$ cat src/rtl/reg_file_wb_arbiter_if.sv
// Writeback bus between the two requesters (A = ALU/EX, B = MEM/load),
// the arbiter, and the register file write port / hazard logic.
interface reg_file_wb_arbiter_if #(
    parameter int DATA_W = 32,
    parameter int ADDR_W = 5
);
    // Requester A
    logic                     a_valid;
    logic [ADDR_W-1:0]        a_addr;
    logic [DATA_W-1:0]        a_data;
    logic                     a_ready;
    // Requester B
    logic                     b_valid;
    logic [ADDR_W-1:0]        b_addr;
    logic [DATA_W-1:0]        b_data;
    logic                     b_ready;
    // Register file write port and hazard mask
    logic                     write;
    logic [ADDR_W-1:0]        WR;
    logic [DATA_W-1:0]        WD;
    logic                     grant_b;
    logic [(1<<ADDR_W)-1:0]   pending_mask;

    // Requester / consumer side
    modport master (
        output a_valid, a_addr, a_data, b_valid, b_addr, b_data,
        input  a_ready, b_ready, write, WR, WD, grant_b, pending_mask
    );

    // Arbiter side
    modport slave (
        input  a_valid, a_addr, a_data, b_valid, b_addr, b_data,
        output a_ready, b_ready, write, WR, WD, grant_b, pending_mask
    );
endinterface

$ cat src/rtl/reg_file_wb_arbiter.sv
// Two-requester writeback arbiter for a single-write-port register file.
// Each side has a one-entry buffer; buffers drain round-robin, except that
// two entries for the same register drain oldest-first so the younger value
// is what remains in the register file.
module reg_file_wb_arbiter #(
    parameter int DATA_W  = 32,
    parameter int ADDR_W  = 5,
    parameter bit DROP_R0 = 1'b1
) (
    input  logic                 clk,
    input  logic                 reset,   // async, active low
    input  logic                 flush,
    reg_file_wb_arbiter_if.slave bus
);
    // Buffer state
    logic              a_v_q, a_v_d, b_v_q, b_v_d;
    logic [ADDR_W-1:0] a_addr_q, a_addr_d, b_addr_q, b_addr_d;
    logic [DATA_W-1:0] a_data_q, a_data_d, b_data_q, b_data_d;
    logic              last_grant_q, last_grant_d;   // 0 = A, 1 = B
    logic              a_older_q, a_older_d;

    // Derived control
    logic wr_en, gb;
    logic a_rdy, b_rdy;
    logic a_drain, b_drain;
    logic a_load, b_load;

    // State register; reset starts with last_grant = B so A wins the first tie
    always_ff @(posedge clk or negedge reset) begin
        if (!reset) begin
            a_v_q        <= 1'b0;
            b_v_q        <= 1'b0;
            a_addr_q     <= '0;
            b_addr_q     <= '0;
            a_data_q     <= '0;
            b_data_q     <= '0;
            last_grant_q <= 1'b1;
            a_older_q    <= 1'b0;
        end else begin
            a_v_q        <= a_v_d;
            b_v_q        <= b_v_d;
            a_addr_q     <= a_addr_d;
            b_addr_q     <= b_addr_d;
            a_data_q     <= a_data_d;
            b_data_q     <= b_data_d;
            last_grant_q <= last_grant_d;
            a_older_q    <= a_older_d;
        end
    end

    // Grant, readiness and load decisions; all depend on registered state so
    // ready never combinationally follows valid
    always_comb begin
        wr_en = a_v_q | b_v_q;
        gb    = 1'b0;
        if (a_v_q && b_v_q)
            gb = (a_addr_q == b_addr_q) ? ~a_older_q : ~last_grant_q;
        else if (b_v_q)
            gb = 1'b1;
        a_drain = wr_en & ~gb;
        b_drain = wr_en &  gb;
        a_rdy   = ~a_v_q | a_drain;
        b_rdy   = ~b_v_q | b_drain;
        // Writes to r0 complete the handshake but are never buffered
        a_load  = bus.a_valid & a_rdy & ~flush & !(DROP_R0 && (bus.a_addr == '0));
        b_load  = bus.b_valid & b_rdy & ~flush & !(DROP_R0 && (bus.b_addr == '0));
    end

    // Next-state: drain the granted buffer, refill on handshake, track age
    always_comb begin
        a_v_d        = a_v_q;
        b_v_d        = b_v_q;
        a_addr_d     = a_addr_q;
        b_addr_d     = b_addr_q;
        a_data_d     = a_data_q;
        b_data_d     = b_data_q;
        last_grant_d = last_grant_q;
        a_older_d    = a_older_q;
        if (flush) begin
            // The current write still reaches the reg file; everything buffered is dropped
            a_v_d     = 1'b0;
            b_v_d     = 1'b0;
            a_older_d = 1'b0;
        end else begin
            if (a_drain) a_v_d = 1'b0;
            if (b_drain) b_v_d = 1'b0;
            if (a_load) begin
                a_v_d    = 1'b1;
                a_addr_d = bus.a_addr;
                a_data_d = bus.a_data;
            end
            if (b_load) begin
                b_v_d    = 1'b1;
                b_addr_d = bus.b_addr;
                b_data_d = bus.b_data;
            end
            if (wr_en) last_grant_d = gb;
            // Same-edge loads: MEM carries the older instruction.
            // Single load: it is younger only if the other side keeps a live entry.
            if (a_load && b_load)
                a_older_d = 1'b0;
            else if (a_load)
                a_older_d = ~(b_v_q & ~b_drain);
            else if (b_load)
                a_older_d = a_v_q & ~a_drain;
        end
    end

    // Outputs: write port fields from the granted buffer, pending-write mask
    always_comb begin
        bus.a_ready      = a_rdy;
        bus.b_ready      = b_rdy;
        bus.write        = wr_en;
        bus.grant_b      = gb;
        bus.WR           = '0;
        bus.WD           = '0;
        if (wr_en) begin
            bus.WR = gb ? b_addr_q : a_addr_q;
            bus.WD = gb ? b_data_q : a_data_q;
        end
        bus.pending_mask = '0;
        if (a_v_q) bus.pending_mask[a_addr_q] = 1'b1;
        if (b_v_q) bus.pending_mask[b_addr_q] = 1'b1;
    end
endmodule
$ cat src/flat_wrapper.sv
// flat-port wrapper written by rule: the top's interface ports become plain ports
module reg_file_wb_arbiter_flat 
#(
    parameter int DATA_W  = 32,
    parameter int ADDR_W  = 5,
    parameter bit DROP_R0 = 1'b1
)
  (clk, reset, flush, bus_a_valid, bus_a_addr, bus_a_data, bus_b_valid, bus_b_addr, bus_b_data, bus_a_ready, bus_b_ready, bus_write, bus_WR, bus_WD, bus_grant_b, bus_pending_mask);
  reg_file_wb_arbiter_if #(.DATA_W(DATA_W), .ADDR_W(ADDR_W)) bus_i ();
  input  logic clk;
  input  logic reset;
  input  logic flush;
  input wire logic [$bits(bus_i.a_valid)-1:0] bus_a_valid;
  input wire logic [$bits(bus_i.a_addr)-1:0] bus_a_addr;
  input wire logic [$bits(bus_i.a_data)-1:0] bus_a_data;
  input wire logic [$bits(bus_i.b_valid)-1:0] bus_b_valid;
  input wire logic [$bits(bus_i.b_addr)-1:0] bus_b_addr;
  input wire logic [$bits(bus_i.b_data)-1:0] bus_b_data;
  output wire logic [$bits(bus_i.a_ready)-1:0] bus_a_ready;
  output wire logic [$bits(bus_i.b_ready)-1:0] bus_b_ready;
  output wire logic [$bits(bus_i.write)-1:0] bus_write;
  output wire logic [$bits(bus_i.WR)-1:0] bus_WR;
  output wire logic [$bits(bus_i.WD)-1:0] bus_WD;
  output wire logic [$bits(bus_i.grant_b)-1:0] bus_grant_b;
  output wire logic [$bits(bus_i.pending_mask)-1:0] bus_pending_mask;
  assign bus_i.a_valid = bus_a_valid;
  assign bus_i.a_addr = bus_a_addr;
  assign bus_i.a_data = bus_a_data;
  assign bus_i.b_valid = bus_b_valid;
  assign bus_i.b_addr = bus_b_addr;
  assign bus_i.b_data = bus_b_data;
  assign bus_a_ready = bus_i.a_ready;
  assign bus_b_ready = bus_i.b_ready;
  assign bus_write = bus_i.write;
  assign bus_WR = bus_i.WR;
  assign bus_WD = bus_i.WD;
  assign bus_grant_b = bus_i.grant_b;
  assign bus_pending_mask = bus_i.pending_mask;
  reg_file_wb_arbiter #(.DATA_W(DATA_W), .ADDR_W(ADDR_W), .DROP_R0(DROP_R0)) u_core (.clk(clk), .reset(reset), .flush(flush), .bus(bus_i));
endmodule
$ cat config.mk
export PLATFORM = sky130hd
export DESIGN_NAME = reg_file_wb_arbiter_flat
export DESIGN_NICKNAME = d
export VERILOG_FILES = /design/src/rtl/reg_file_wb_arbiter_if.sv /design/src/rtl/reg_file_wb_arbiter.sv /design/src/flat_wrapper.sv
export SDC_FILE = /design/constraint.sdc
export NUM_CORES = 1
export LEC_CHECK = 0
export BUFFER_PORTS_ARGS = -buffer_cell sky130_fd_sc_hd__buf_2
export CAP_MARGIN = 25
export CORE_MARGIN = 3
export CORE_UTILIZATION = 46
export CTS_BUF_LIST = sky130_fd_sc_hd__clkbuf_2 sky130_fd_sc_hd__clkbuf_4 sky130_fd_sc_hd__clkbuf_8
export DETAILED_ROUTE_END_ITERATION = 10
export PLACE_DENSITY = 0.78
export SLEW_MARGIN = 10
export SYNTH_ARGS = -nofsm -noshare
export SYNTH_HDL_FRONTEND = slang
export SYNTH_SLANG_ARGS = --single-unit
$ cat constraint.sdc
create_clock -name clk -period 2.2 [get_ports clk]
set_clock_uncertainty 0.05 [all_clocks]
set_input_delay 0.33 -clock clk [delete_from_list [all_inputs] [get_ports clk]]
set_output_delay 0.33 -clock clk [all_outputs]
set_load 0.02 [all_outputs]
==> results by group <==
Pwr
  – Power Total: 4460 µW
  – Leakage: 0.00298 µW
  – Pwr/cell area: 736 nW/µm²
  – Worst IR Drop VDD: 0.513 mV

Synthesis
  – Synth Area in Compound Gates: 17.2%
  – Gate Count Post-Synth: 321
  – Multiplexer share of the synthesized area: 22.9%
  – Post-synthesis xor/xnor area fraction: 1.06%
  – Largest family of logic cells by synthesized area: multiplexers
  – Post-synth EDFFs: 0
  – Syn Std Cell Area: 4140 µm²
  – Yosys top cell area share: 46.6%
  – Warnings, synthesis: 0
  – Synth Area in Adders: 0%
  – Top_reg_cell synth: dfrtp_1
  – Synth top cells by count: dfrtp_1, mux2_2, a32o_1
  – Syn Area/Cell: 12.9 µm²
  – Seq/Total Area, Yosys: 47.2%
  – Yosys cell types: 41
  – Syn nets: 400
  – Synth Area in Simple Gates: 6.32%
  – Ys async rst share: 100%
  – Count leader, synth: dfrtp_1
  – Largest cells by area after synthesis: dfrtp_1, mux2_2, mux2_4
  – Area leader, netlist: dfrtp_1
  – #FFs+latches synth: 78

GRT
  – Vias in the first global route: 3,776
  – Antenna violations before repair: 0
  – First-pass GRT wire length: 19,900 µm
  – Largest net degree at the start of global routing: 55
  – Total track usage: 25.1%
  – GR Overflow Total: 0

Setup path
  – Worst reg2reg path depth: 9
  – Critical path class: reg -> out
  – Req. time, crit path: 1.82 ns
  – Critical R2R Launch: u_core.b_addr_q[3]
  – CP startpoint kind: register
  – Worst Path Max Fanout: 11
  – WP data arrival: 2.25 ns
  – Worst R2R End: u_core.a_data_q[25]
  – CP Capture Type: primary output
  – Setup slack, reg-to-reg: -0.08 ns

Timing
  – Final setup violating endpoints: 106
  – Fmax: 0.381 GHz
  – Period utilization: 119%
  – Worst slew margin: 54.9%
  – Final Max Slew Viols: 0
  – Slew @ Worst Pin: 0.677 ns
  – Tmin final: 2.63 ns
  – RSZ-0062 raised after global routing: yes
  – Hold Vio Cnt, Final: 0
  – Final worst slack: -0.428 ns

Cells and area
  – Layout cells sized above 1: 69.0%
  – Fillcell total: 580
  – Layout Nets: 579
  – Ant diodes: 0
  – Multi-input gate area: 2180 µm²
  – Area delta synth->final: 46.4%
  – Reg area: 1950 µm²
  – Layout Cells excl Fill: 609

Run
  – Max-cap viol count: 0

Routing
  – ANT nets after route: 0
  – Drt wl/cell: 21.8 µm
  – Routed vias: 3,652
  – First-pass DRT Iterations: 4
  – DRC viols: 0
  – DRT Wirelength: 13,300 µm
  – DRT iter0 DRCs: 179
  – DR vias/cell: 6.00

Die
  – Core Rows: 33
  – Die height: 101 µm
  – Core area: 8460 µm²
  – Effective utilization at floorplan: 48.9%
  – Die area: 10,200 µm²
  – # IOs: 152
  – Chip width: 101 µm

Clocking
  – Clk buf depth: 2
  – Clock Latency Late Sink: 0.35 ns
  – Number of buffers created by CTS: 9
  – Htree depth: 3
  – CTS root buf: clkbuf_8
  – CTS tree: built
  – Clk sinks: 78
  – Clk slew on worst S/H paths: 0.09 ns

Place
  – RePlAce Congestion: 0.911
  – Hpwl dp: 8380 µm
  – Dpl cells: 578
  – Number of I/O port buffers: 151

Worst hold path
  – Hold Startpoint: bus_b_data[28]
  – Hold path cells: 2
  – Hold worst-path end: u_core.b_data_q[28]
  – Hold Path Class: in -> reg

Run status
  – Failing checks: negative setup slack
  – Status: complete, but fails checks
==> metal layers <==
metal  vias to the layer above  part of all wire, %  track usage (%)
met1                      1852                   42             32.3
met4                         0                  1.2             7.46
met5                         -                    0                0
met3                        15                  7.7             6.02
li1                       1608                    -                -
met2                       177                   49             41.8
==> what timing repair did <==
item	CTS	global route
pin swaps	8	10
endpoints found under the hold margin	51	0
gates resized for setup	110	45
buffers inserted	6	4
cloned	2	3
hold buffers	1	0
setup endpoints to repair	88	141
==> placed cells by master, fill, tap and decap left out, types with 3 or more instances in the layout <==
| cell type | count |
|---|---|
| xor2_1 | 4 |
| clkbuf_16 | 3 |
| buf_4 | 38 |
| mux2_2 | 32 |
| a21oi_1 | 4 |
| buf_2 | 101 |
| dfrtp_1 | 77 |
| nand3_1 | 3 |
| mux2_4 | 41 |
| o22ai_1 | 26 |
| a32o_1 | 4 |
| buf_12 | 10 |
| nor2_1 | 5 |
| nand2_1 | 9 |
| clkbuf_8 | 9 |
| buf_6 | 42 |
| o22ai_2 | 6 |
| nand3b_1 | 7 |
| nand3_2 | 4 |
| a32o_2 | 33 |
==> sequential cells by signal (all words and copies together), names as in the netlist <==
| signal | flops |
|---|---|
| u_core.a_addr_q | 5 |
| u_core.a_v_q | 1 |
| u_core.a_data_q | 32 |
| u_core.b_v_q | 1 |
| u_core.a_older_q | 1 |
| u_core.b_data_q | 32 |
| u_core.b_addr_q | 5 |
| u_core.last_grant_q | 1 |
==> final cells by class <==
class,instances,area share (%)
tap,105,2.17
clock buffer,9,2.04
timing repair buffer,197,26.5
multi-input combinational,212,35.9
inverter,2,0.124
sequential,78,32.2
clock inverter,6,1.05
==> how the worst max path moves through the flow <==
stage | startpoint | endpoint | slack (ns)
final | u_core.b_addr_q[3] | bus_WD[14] | -0.43
after global routing | u_core.b_addr_q[3] | bus_WD[14] | -0.49
after CTS | u_core.b_addr_q[0] | bus_WR[2] | -0.40
after detailed placement | u_core.a_addr_q[3] | bus_WD[11] | -0.16
after global placement | u_core.a_addr_q[3] | bus_WD[30] | -0.12
after floorplan | u_core.a_addr_q[0] | bus_WD[16] | 0.002
==> worst max-delay path, stage by stage, from the launching register on <==
cell	delay, ns
dfrtp_1	0.40
xor2_1	0.17
nor3_2	0.24
buf_4	0.18
nand3_2	0.10
a31oi_4	0.25
buf_12	0.15
buf_12	0.13
a32o_2	0.16
buf_6	0.12
==> cells by family after synthesis <==
family	Yosys count
compound gates	87
flops	78
mux	74
simple gates	46
buf+inv	31
xor+xnor	5
==> power by group <==
| part | internal, µW | leakage (µW) | total [µW] | switching (µW) |
|---|---|---|---|---|
| Sequential | 1670 | 0.000919 | 1840 | 171 |
| Combinational | 844 | 0.00197 | 1560 | 717 |
| Clock | 516 | 0.0000911 | 1060 | 543 |
| Total | 3030 | 0.00298 | 4460 | 1430 |
==> stage by stage <==
stage | setup TNS (ns) | area [µm²] | setup WS (ns) | utilization (%) | hold slack, ns
floorplan | 0 | 4160 | 0.00156 | - | -0.0156
global placement | -2.34 | 5170 | -0.120 | 61.1 | 0.359
detailed placement | -5.09 | 5170 | -0.158 | 61.1 | 0.366
CTS | -16.08 | 5820 | -0.401 | 68.7 | 0.124
global route | -23.44 | 6060 | -0.490 | 71.6 | 0.142
finish | -17.08 | 6060 | -0.428 | 71.6 | 0.155
Power figures use the tool's default switching activity.
